$ cat src/rtl/turbo_decoder_hd_if.sv
// Stream and status bundle between the hard-decision turbo decoder and its wrapper.
// The slave side is the decoder; the master side is the symbol source / bit sink.
interface turbo_decoder_hd_if #(
  parameter int CNT_W = 13
);
  logic             in_valid;
  logic             in_ready;
  logic [2:0]       in_sym;
  logic             out_valid;
  logic             out_ready;
  logic             out_bit;
  logic             out_last;
  logic             frame_done;
  logic [CNT_W-1:0] par_err_cnt;
  logic             term_err;
  logic             busy;

  modport master (
    output in_valid, in_sym, out_ready,
    input  in_ready, out_valid, out_bit, out_last,
    input  frame_done, par_err_cnt, term_err, busy
  );

  modport slave (
    input  in_valid, in_sym, out_ready,
    output in_ready, out_valid, out_bit, out_last,
    output frame_done, par_err_cnt, term_err, busy
  );
endinterface

$ cat src/rtl/turbo_decoder_hd.sv
// Hard-decision turbo receive path: re-encodes constituent encoder 1 to count parity1
// errors and check its trellis termination, and streams out the systematic bits.
//
// state | meaning
// IDLE  | waiting for data symbol 0 of a new frame
// DATA  | data symbols 1..K-1, systematic bit forwarded to the output register
// TAIL1 | three encoder-1 termination symbols, checked against the RSC state
// TAIL2 | three encoder-2 termination symbols, consumed and ignored
// DONE  | one-cycle frame_done pulse, no input accepted
module turbo_decoder_hd #(
  parameter int K     = 40,
  parameter int CNT_W = 13
) (
  input logic              wb_clk_i,
  input logic              wb_rst_i,
  turbo_decoder_hd_if.slave bus
);

  typedef enum logic [2:0] {
    IDLE  = 3'd0,
    DATA  = 3'd1,
    TAIL1 = 3'd2,
    TAIL2 = 3'd3,
    DONE  = 3'd4
  } state_t;

  state_t           state_q, state_d;
  logic [2:0]       rsc_q, rsc_d;
  logic [CNT_W-1:0] cnt_q, cnt_d;
  logic [CNT_W-1:0] par_q, par_d;
  logic             term_q, term_d;
  logic             ov_q, ov_d;
  logic             ob_q, ob_d;
  logic             ol_q, ol_d;

  logic in_ready;
  logic acc;
  logic load;
  logic load_last;

  logic s1, s2, s3;
  logic x, z;
  logic a_data, z_data;
  logic x_tail, z_tail;
  logic unused_parity2;

  localparam logic [CNT_W-1:0] LAST_DATA = CNT_W'(K - 1);
  localparam logic [CNT_W-1:0] LAST_TAIL = CNT_W'(2);

  function automatic logic [CNT_W-1:0] sat_inc(input logic [CNT_W-1:0] v);
    return (&v) ? v : v + 1'b1;
  endfunction

  assign s1 = rsc_q[2];
  assign s2 = rsc_q[1];
  assign s3 = rsc_q[0];
  assign x  = bus.in_sym[2];
  assign z  = bus.in_sym[1];
  assign unused_parity2 = bus.in_sym[0];

  // Data steps feed x into the recursion; tail steps force the feedback bit to zero.
  assign a_data = x ^ s2 ^ s3;
  assign z_data = a_data ^ s1 ^ s3;
  assign x_tail = s2 ^ s3;
  assign z_tail = s1 ^ s3;

  always_comb begin
    in_ready = 1'b0;
    unique case (state_q)
      IDLE:    in_ready = 1'b1;
      DATA:    in_ready = !ov_q || bus.out_ready;
      TAIL1:   in_ready = 1'b1;
      TAIL2:   in_ready = 1'b1;
      DONE:    in_ready = 1'b0;
      default: in_ready = 1'b0;
    endcase
  end

  assign acc = bus.in_valid && in_ready;

  always_comb begin
    state_d   = state_q;
    rsc_d     = rsc_q;
    cnt_d     = cnt_q;
    par_d     = par_q;
    term_d    = term_q;
    load      = 1'b0;
    load_last = 1'b0;

    unique case (state_q)
      IDLE: begin
        if (acc) begin
          par_d     = (z != z_data) ? CNT_W'(1) : '0;
          term_d    = 1'b0;
          rsc_d     = {a_data, s1, s2};
          load      = 1'b1;
          load_last = (K == 1);
          cnt_d     = CNT_W'(1);
          state_d   = DATA;
        end
      end
      DATA: begin
        if (acc) begin
          rsc_d     = {a_data, s1, s2};
          load      = 1'b1;
          load_last = (cnt_q == LAST_DATA);
          if (z != z_data) par_d = sat_inc(par_q);
          if (cnt_q == LAST_DATA) begin
            cnt_d   = '0;
            state_d = TAIL1;
          end else begin
            cnt_d = cnt_q + 1'b1;
          end
        end
      end
      TAIL1: begin
        if (acc) begin
          rsc_d = {1'b0, s1, s2};
          if (x != x_tail) term_d = 1'b1;
          if (z != z_tail) par_d = sat_inc(par_q);
          if (cnt_q == LAST_TAIL) begin
            // Termination must leave the encoder in the all-zero state.
            if ({1'b0, s1, s2} != 3'b000) term_d = 1'b1;
            cnt_d   = '0;
            state_d = TAIL2;
          end else begin
            cnt_d = cnt_q + 1'b1;
          end
        end
      end
      TAIL2: begin
        if (acc) begin
          if (cnt_q == LAST_TAIL) begin
            cnt_d   = '0;
            state_d = DONE;
          end else begin
            cnt_d = cnt_q + 1'b1;
          end
        end
      end
      DONE: begin
        state_d = IDLE;
      end
      default: begin
        state_d = IDLE;
      end
    endcase

    ov_d = ov_q;
    ob_d = ob_q;
    ol_d = ol_q;
    if (load) begin
      ov_d = 1'b1;
      ob_d = x;
      ol_d = load_last;
    end else if (bus.out_ready) begin
      ov_d = 1'b0;
    end
  end

  always_ff @(posedge wb_clk_i) begin
    if (wb_rst_i) begin
      state_q <= IDLE;
      rsc_q   <= 3'b000;
      cnt_q   <= '0;
      par_q   <= '0;
      term_q  <= 1'b0;
      ov_q    <= 1'b0;
      ob_q    <= 1'b0;
      ol_q    <= 1'b0;
    end else begin
      state_q <= state_d;
      rsc_q   <= rsc_d;
      cnt_q   <= cnt_d;
      par_q   <= par_d;
      term_q  <= term_d;
      ov_q    <= ov_d;
      ob_q    <= ob_d;
      ol_q    <= ol_d;
    end
  end

  assign bus.in_ready    = in_ready;
  assign bus.out_valid   = ov_q;
  assign bus.out_bit     = ob_q;
  assign bus.out_last    = ol_q;
  assign bus.frame_done  = (state_q == DONE);
  assign bus.par_err_cnt = par_q;
  assign bus.term_err    = term_q;
  assign bus.busy        = (state_q != IDLE);

endmodule
$ cat src/flat_wrapper.sv
// flat-port wrapper written by rule: the top's interface ports become plain ports
module turbo_decoder_hd_flat 
#(
  parameter int K     = 40,
  parameter int CNT_W = 13
)
  (wb_clk_i, wb_rst_i, bus_in_valid, bus_in_sym, bus_out_ready, bus_in_ready, bus_out_valid, bus_out_bit, bus_out_last, bus_frame_done, bus_par_err_cnt, bus_term_err, bus_busy);
  turbo_decoder_hd_if #(.CNT_W(CNT_W)) bus_i ();
  input logic wb_clk_i;
  input logic wb_rst_i;
  input wire logic [$bits(bus_i.in_valid)-1:0] bus_in_valid;
  input wire logic [$bits(bus_i.in_sym)-1:0] bus_in_sym;
  input wire logic [$bits(bus_i.out_ready)-1:0] bus_out_ready;
  output wire logic [$bits(bus_i.in_ready)-1:0] bus_in_ready;
  output wire logic [$bits(bus_i.out_valid)-1:0] bus_out_valid;
  output wire logic [$bits(bus_i.out_bit)-1:0] bus_out_bit;
  output wire logic [$bits(bus_i.out_last)-1:0] bus_out_last;
  output wire logic [$bits(bus_i.frame_done)-1:0] bus_frame_done;
  output wire logic [$bits(bus_i.par_err_cnt)-1:0] bus_par_err_cnt;
  output wire logic [$bits(bus_i.term_err)-1:0] bus_term_err;
  output wire logic [$bits(bus_i.busy)-1:0] bus_busy;
  assign bus_i.in_valid = bus_in_valid;
  assign bus_i.in_sym = bus_in_sym;
  assign bus_i.out_ready = bus_out_ready;
  assign bus_in_ready = bus_i.in_ready;
  assign bus_out_valid = bus_i.out_valid;
  assign bus_out_bit = bus_i.out_bit;
  assign bus_out_last = bus_i.out_last;
  assign bus_frame_done = bus_i.frame_done;
  assign bus_par_err_cnt = bus_i.par_err_cnt;
  assign bus_term_err = bus_i.term_err;
  assign bus_busy = bus_i.busy;
  turbo_decoder_hd #(.K(K), .CNT_W(CNT_W)) u_core (.wb_clk_i(wb_clk_i), .wb_rst_i(wb_rst_i), .bus(bus_i));
endmodule
$ cat config.mk
export PLATFORM = sky130hd
export DESIGN_NAME = turbo_decoder_hd_flat
export DESIGN_NICKNAME = d
export VERILOG_FILES = /design/src/rtl/turbo_decoder_hd_if.sv /design/src/rtl/turbo_decoder_hd.sv /design/src/flat_wrapper.sv
export SDC_FILE = /design/constraint.sdc
export NUM_CORES = 1
export LEC_CHECK = 0
export CORE_MARGIN = 3
export CORE_UTILIZATION = 50
export DETAILED_ROUTE_END_ITERATION = 12
export PLACE_DENSITY = 0.74
export SLEW_MARGIN = 10
export SYNTH_ARGS = -nofsm -noshare
export SYNTH_HDL_FRONTEND = slang
export SYNTH_SLANG_ARGS = --single-unit
$ cat constraint.sdc
create_clock -name wb_clk_i -period 5.2 [get_ports wb_clk_i]
set_clock_uncertainty 0.15 [all_clocks]
set_input_delay 1.56 -clock wb_clk_i [delete_from_list [all_inputs] [get_ports wb_clk_i]]
set_output_delay 1.56 -clock wb_clk_i [all_outputs]
set_load 0.02 [all_outputs]
---- Word level (Yosys, flattened, before mapping) ----
Index checks and enable logic that the tools add are counted.
word-level totals
  register bits after elaboration ......... 36
  output and inout bits ................... 20
cells by class
  reductions and logical operators ........ 20
  bitwise operators ....................... 6
  equal/unequal tests ..................... 20
  mux-type cells .......................... 38
  add/subtract/negate cells ............... 2
operators with widths
  operator               number
  $mux 13                11
  $pmux 13 s3            2
  $mux 3                 9
  $add 13x1->13 const B  2
  $ne 2x1->1 const B     11
  $eq 13x2->1 const B    1
  $eq 13x6->1 const B    1
  $reduce_and 13->1      1
  $mux 1                 12
  $pmux 3 s4             1
  $reduce_bool 3->1      3
  $reduce_bool 2->1      4
  $reduce_and 7->1       1
  $eq 3x2->1 const B     2
  $pmux 3 s2             1
  $reduce_and 3->1       2
  $reduce_and 6->1       1
  $xor 1x1->1            6
  $pmux 1 s2             2
  $reduce_and 4->1       1
  $reduce_or 2->1        2
  $eq 3x1->1 const B     1
  $eq 3x3->1 const B     1
  $logic_not 3->1        1
  5 further kinds        7

---- Longest topological paths before layout ----
Gate-level depths: netlist of the first run.
  word-level depth ........................ 8
  gate-level depth with buffers ........... 8

---- Worst setup path before layout of the first run ----
Ideal clock, no wire load.
  path kind ............................... input to output
  start point ............................. input bus_out_ready
  end point ............................... output bus_in_ready
  setup slack ............................. 1.429 ns
  stages .................................. 2
  data required time ...................... 3.490 ns
  arrival ................................. 2.061 ns
  buffers on the path ..................... 0
  path through ............................ nand4bb_1 nor2b_1
on the way
  cells in the longest elaborated chain, start to end .. 2
ends and longest elaborated chain
  what                line                    RTL
  start: declaration  flat_wrapper.sv:13      input wire logic [$bits(bus_i.out_ready)-1:0] bus_out_ready;
  $logic_or 1x1->1    turbo_decoder_hd.sv:71  DATA: in_ready = !ov_q || bus.out_ready;
  $pmux 1 s2          turbo_decoder_hd.sv:69  unique case (state_q)
  end: declaration    flat_wrapper.sv:14      output wire logic [$bits(bus_i.in_ready)-1:0] bus_in_ready;
Every way passes these cells.

---- Worst setup path after layout of the first run ----
Same ends and word-level chain as after synthesis.

==> results of run 1 <==
worst max-delay path, cell delays in order:
cell and delay [ps]:
clkdlybuf4s50_1 480, nand4bb_1 190, nor2b_1 140, clkdlybuf4s50_1 600
where the power goes:
part	switching (µW)	internal (µW)
clock network	95.9	118
logic	76.2	49.5
registers	13.0	284
total	185	452
per-stage QoR:
stage | cells | util, % | hold slack [ps] | setup WS, ps | power (µW)
after floorplan | 244 | - | 319.3 | 1429 | 392.8
after global placement | 305 | 60.23 | 312.2 | 548.5 | 425.8
after detailed placement | 305 | 60.23 | 320.2 | 518.1 | 427.6
after CTS | 312 | 62.80 | 336.8 | 509.3 | 642.5
after global routing | 312 | 62.80 | 378.4 | 457.7 | 665.4
final | 312 | 62.80 | 331.5 | 516.9 | 636.9
logic make-up after synthesis:
logic type	after synthesis	synth area share, %
buffers and inverters	17	3.578
DFF	36	36.16
xor gates and xnor gates	10	4.771
muxes	6	3.013
adders and majority gates	3	1.883
AOI/OAI and AO/OA	54	18.83
and+or+nand+nor	118	31.76
flip-flops by register name, summed over array words and instances, names as in the netlist:
register / count
u_core.bus.out_bit: 1
u_core.rsc_q: 3
u_core.bus.term_err: 1
u_core.bus.out_valid: 1
u_core.bus.par_err_cnt: 13
u_core.state_q: 3
u_core.bus.out_last: 1
u_core.cnt_q: 13
area by class of cell:
class | instances | area share, %
Clock buffer | 7 | 4.098
Tap cell | 48 | 2.555
Timing Repair Buffer | 26 | 10.96
Inverter | 4 | 0.6386
Multi-Input combinational cell | 191 | 51.09
Sequential cell | 36 | 30.65
synthesized netlist by cell type, types with 2 or more instances:
cell type	count
and3_1	4
o311ai_0	3
o31ai_1	5
nand4_1	9
a41o_1	2
nand2b_1	8
xor2_1	4
or3_1	3
clkbuf_1	7
dfxtp_1	36
inv_1	4
a21boi_0	2
a21oi_1	19
o21ai_0	5
nand3_1	18
nor3_1	8
nor2b_1	5
a21o_1	2
a31oi_1	4
or4_1	3
nand2_1	18
ha_1	3
nand3b_1	3
o41ai_1	3
and4_1	5
xnor2_1	5
and2_1	3
nor4_1	4
nor2_1	23
a211oi_1	4
buf_2	6
mux2i_1	6
worst paths after layout:
path / cells after the start / endpoint / slack (ps)
worst max-delay path: 4 / bus_in_ready / 520
worst min-delay path: 2 / u_core.bus.term_err / 330
worst max register to register: 5 / u_core.bus.par_err_cnt[9] / 2530
worst min register to register: 2 / u_core.bus.term_err / 330
metal layers:
layer	GRT usage, %	part of all wire [%]	vias to the layer above
met2	27.86	44	41
met1	26.01	50	848
met4	5.206	1.3	0
met3	4.227	4.8	6
li1	-	-	943
met5	0	0	-
==> impl_metrics.yaml, run 1 <==
status:
  status: "finished, final reports clean"
logic_synthesis:
  syn_area_mm2: 0.001993
  synth_area_leaders: "dfxtp_1, a21oi_1, nand3_1, nor2_1, nand2_1"
  synth-async-reset-ratio_pct: 0
  ys_ff_latch: 36
  synthFlopType: "dfxtp_1"
  synth_cell_types: 42
  yosysSeqAreaShare_pct: 36.16
  synth_edf_count: 0
  yosysTopAreaCellShare_pct: 36.16
  synthCells: 244
  syn_avg_cell_area_um2: 8.169
  synth_area_leader_cell: "dfxtp_1"
  yosys_warnings: 0
  syn-num-nets: 254
worst_setup_path:
  worst-endpoint-required_ps: 3490
  path_class: "in2out"
  end_kind: "output port"
  crit_arrival_ps: 2970
  worstSetupStartpointType: "input port"
  crit_start: "bus_out_ready"
  r2r_start: "u_core.state_q[1]"
  cp_max_fo: 4
grt:
  grt-ovfl-total: 0
  track_usage_pct: 18.39
  grt_max_degree: 30
  grt_pass1_wl_um: 7376
  grt_pass1_vias: 1613
  antenna_found_initial: 0
routing:
  postRouteAntennaNets: 0
  vias: 1838
  drt-total-wl_um: 4433
  firstDrtPassIters: 4
  viasPerCell: 5.891
  drtIter0Drc: 172
  remaining_drc_errors: 0
  wire_per_inst_um: 14.21
clocking:
  post_cts_buffers: 0
  cts_resized: 0
  cts_buffers: 5
  cts.path.max_buffers: 2
  clkTransAtPathRegs_ps: 70
  cts.sinks: 36
  hold_buffers: 0
  root_buffer: "clkbuf_8"
  htree_levels: 2
  insertion_delay_ps: 290
  cts_tree: "built"
floorplan:
  std_cell_rows: 22
  die_w_um: 69.14
  start_util_pct: 53.24
  coreArea_mm2: 0.003744
  die_area_mm2: 0.004780
  die_h_um: 69.14
  ios: 27
final_layout:
  multiInputGateArea_mm2: 0.001201
  layout_commonest_cell: "dfxtp_1"
  fillers: 354
  finalNetCount: 274
  seq_area_um2: 720.7
  n_antenna_cell: 0
  final_cell_area_mm2: 0.002351
  layout_common_cells: "dfxtp_1, clkdlybuf4s50_1, nor2_1"
  syn_to_final_growth_pct: 17.95
  layout-drive-gt1-share_pct: 4.924
place:
  dpl-instance-area_mm2: 0.002255
  dp_hpwl_um: 3083
  io_buffers: 25
  place_congestion: 0.8702
sta:
  final_max_slew_viol_count: 0
  tightest_slew_ps: 863.0
  slew_headroom_pct: 42.29
  min_period_ps: 4683
  hold_viol: 0
  tns_ps: 0
  fmax_mhz: 213.5
  setup_viol: 0
  timing.final.crit_share_pct: 90.06
  rsz0062_at_grt: "false"
power:
  cellLeakagePower_uw: 0.0008131
  powerDensity_mw_per_mm2: 270.9
  ir_drop_mv: 0.1474
min_path:
  hold_start: "u_core.bus.term_err"
  hold_path_class: "reg2reg"
job:
  maxCapViolCount: 0
No activity file was read; power rests on OpenSTA's default activity.
==> inputs of run 2 (changes only) <==
==> constraint.sdc (replaced) <==
create_clock -name wb_clk_i -period 5.2 [get_ports wb_clk_i]
set_clock_uncertainty 0.15 [all_clocks]
set_input_delay 1.04 -clock wb_clk_i [delete_from_list [all_inputs] [get_ports wb_clk_i]]
set_output_delay 1.04 -clock wb_clk_i [all_outputs]
set_load 0.02 [all_outputs]
==> run 2 against run 1 <==
Against the previous run: sequential share of layout area up 0.25 points; combinational power about the same; clock-buffer cell count decreased by 1; sequential power about the same; clock power decreased by 13%; utilization fell by 0.50 points; fmax up 28%; die area did not move; cell area fell by 0.80%; critical path type unchanged.
==> impl_metrics.yaml, run 2 (synthesis gave the netlist of run 1 again) <==
status:
  status: "finished, final reports clean"
floorplan:
  die_h_um: 69.14
  coreArea_mm2: 0.003744
  std_cell_rows: 22
  die_area_mm2: 0.004780
  die_w_um: 69.14
  start_util_pct: 53.24
  ios: 27
worst_setup_path:
  slowest_stage: "clkdlybuf4s50_1"
  worst-endpoint-required_ps: 4010
  path_buf_inv: 2
  crit_arrival_ps: 2460
  cp_num_cells: 4
  crit_path_frequent_cell: "clkdlybuf4s50_1"
  path_cells: "clkdlybuf4s50_1, nand4bb_1, nor2b_1, clkdlybuf4s50_1"
  end_kind: "output port"
  rr_worst_depth: 5
  cp_max_fo: 4
  crit_family: "buffers and inverters"
  path_class: "in2out"
  slowest_delay_ps: 610
  worstSetupStartpointType: "input port"
clocking:
  cts_buffers: 5
  post_cts_buffers: 0
  clkTransAtPathRegs_ps: 70
  cts_tree: "built"
  hold_buffers: 0
  root_buffer: "clkbuf_8"
  insertion_delay_ps: 290
  cts.path.max_buffers: 2
  htree_levels: 2
  cts.sinks: 36
  cts_resized: 0
min_path:
  hold_depth: 2
  hold_path_class: "reg2reg"
power:
  ir_drop_mv: 0.2141
  power_uw: 608.7
  powerDensity_mw_per_mm2: 261.0
  cellLeakagePower_uw: 0.0008038
sta:
  slew_headroom_pct: 42.58
  tns_ps: 0
  timing.final.crit_share_pct: 70.27
  tightest_slew_ps: 861.3
  rsz0062_at_grt: "false"
  hold_viol: 0
  final_max_slew_viol_count: 0
  setup_viol: 0
  min_period_ps: 3654
  fmax_mhz: 273.7
final_layout:
  fillers: 361
  layout_commonest_cell: "dfxtp_1"
  multiInputGateArea_mm2: 0.001201
  syn_to_final_growth_pct: 17.01
  finalNetCount: 274
  layout_common_cells: "dfxtp_1, clkdlybuf4s50_1, nor2_1"
  n_antenna_cell: 0
  final_cell_area_mm2: 0.002332
  seq_area_um2: 720.7
  layout-drive-gt1-share_pct: 4.545
routing:
  drtIter0Drc: 146
  firstDrtPassIters: 4
  drt-total-wl_um: 4537
  viasPerCell: 5.962
  vias: 1860
  postRouteAntennaNets: 0
  wire_per_inst_um: 14.54
  remaining_drc_errors: 0
place:
  io_buffers: 25
  place_congestion: 0.8732
  dp_hpwl_um: 3181
  dpl-instance-area_mm2: 0.002255
grt:
  track_usage_pct: 19.17
  grt-ovfl-total: 0
  grt_pass1_vias: 1713
  grt_max_degree: 30
  grt_pass1_wl_um: 7679
  antenna_found_initial: 0
job:
  maxCapViolCount: 0
-- run 2: per-stage QoR --
stage	utilization, %	hold slack, ps	std cells	setup WS (ps)
final	62.30	333.6	312	1546
after global routing	62.30	384.8	312	1475
after CTS	62.30	336.2	312	1532
after detailed placement	60.23	322.1	305	1542
after global placement	60.23	312.3	305	1573
after floorplan	-	319.3	244	2469
-- run 2: metal layers --
metal  global-route usage, %  up-vias  routed length (µm)
li1                        -      954                   -
met3                   5.539        6                 177
met2                   29.98       32                2062
met1                   25.74      868                2245
met4                   5.206        0                  51
met5                       0        -                   0
-- run 2: power breakdown --
part,internal [µW],switching [µW]
Clock,91.0,95.0
Combinational,49.5,75.7
Sequential,284,13.2
-- run 2: layout make-up --
class / count / area share, %
Clock buffer: 6 / 3.112
Clock inverter: 1 / 0.2146
Inverter: 4 / 0.6438
Multi-Input combinational cell: 191 / 51.50
Sequential cell: 36 / 30.90
Tap cell: 48 / 2.575
Timing Repair Buffer: 26 / 11.05
-- run 2: path summary, 6_finish.rpt --
path,start,endpoint,slack (ps)
worst max-delay path,bus_out_ready,bus_in_ready,1550
worst min-delay path,u_core.bus.term_err,u_core.bus.term_err,330
worst max register to register,u_core.state_q[1],u_core.bus.par_err_cnt[9],2510
worst min register to register,u_core.bus.term_err,u_core.bus.term_err,330
-- run 2: worst register-to-register path: cells and delay by family, from the launching register on --
family / cells / cell delay, ps
simple gates: 3 / 870
compound gates: 1 / 810
flops: 1 / 580
mux: 1 / 210
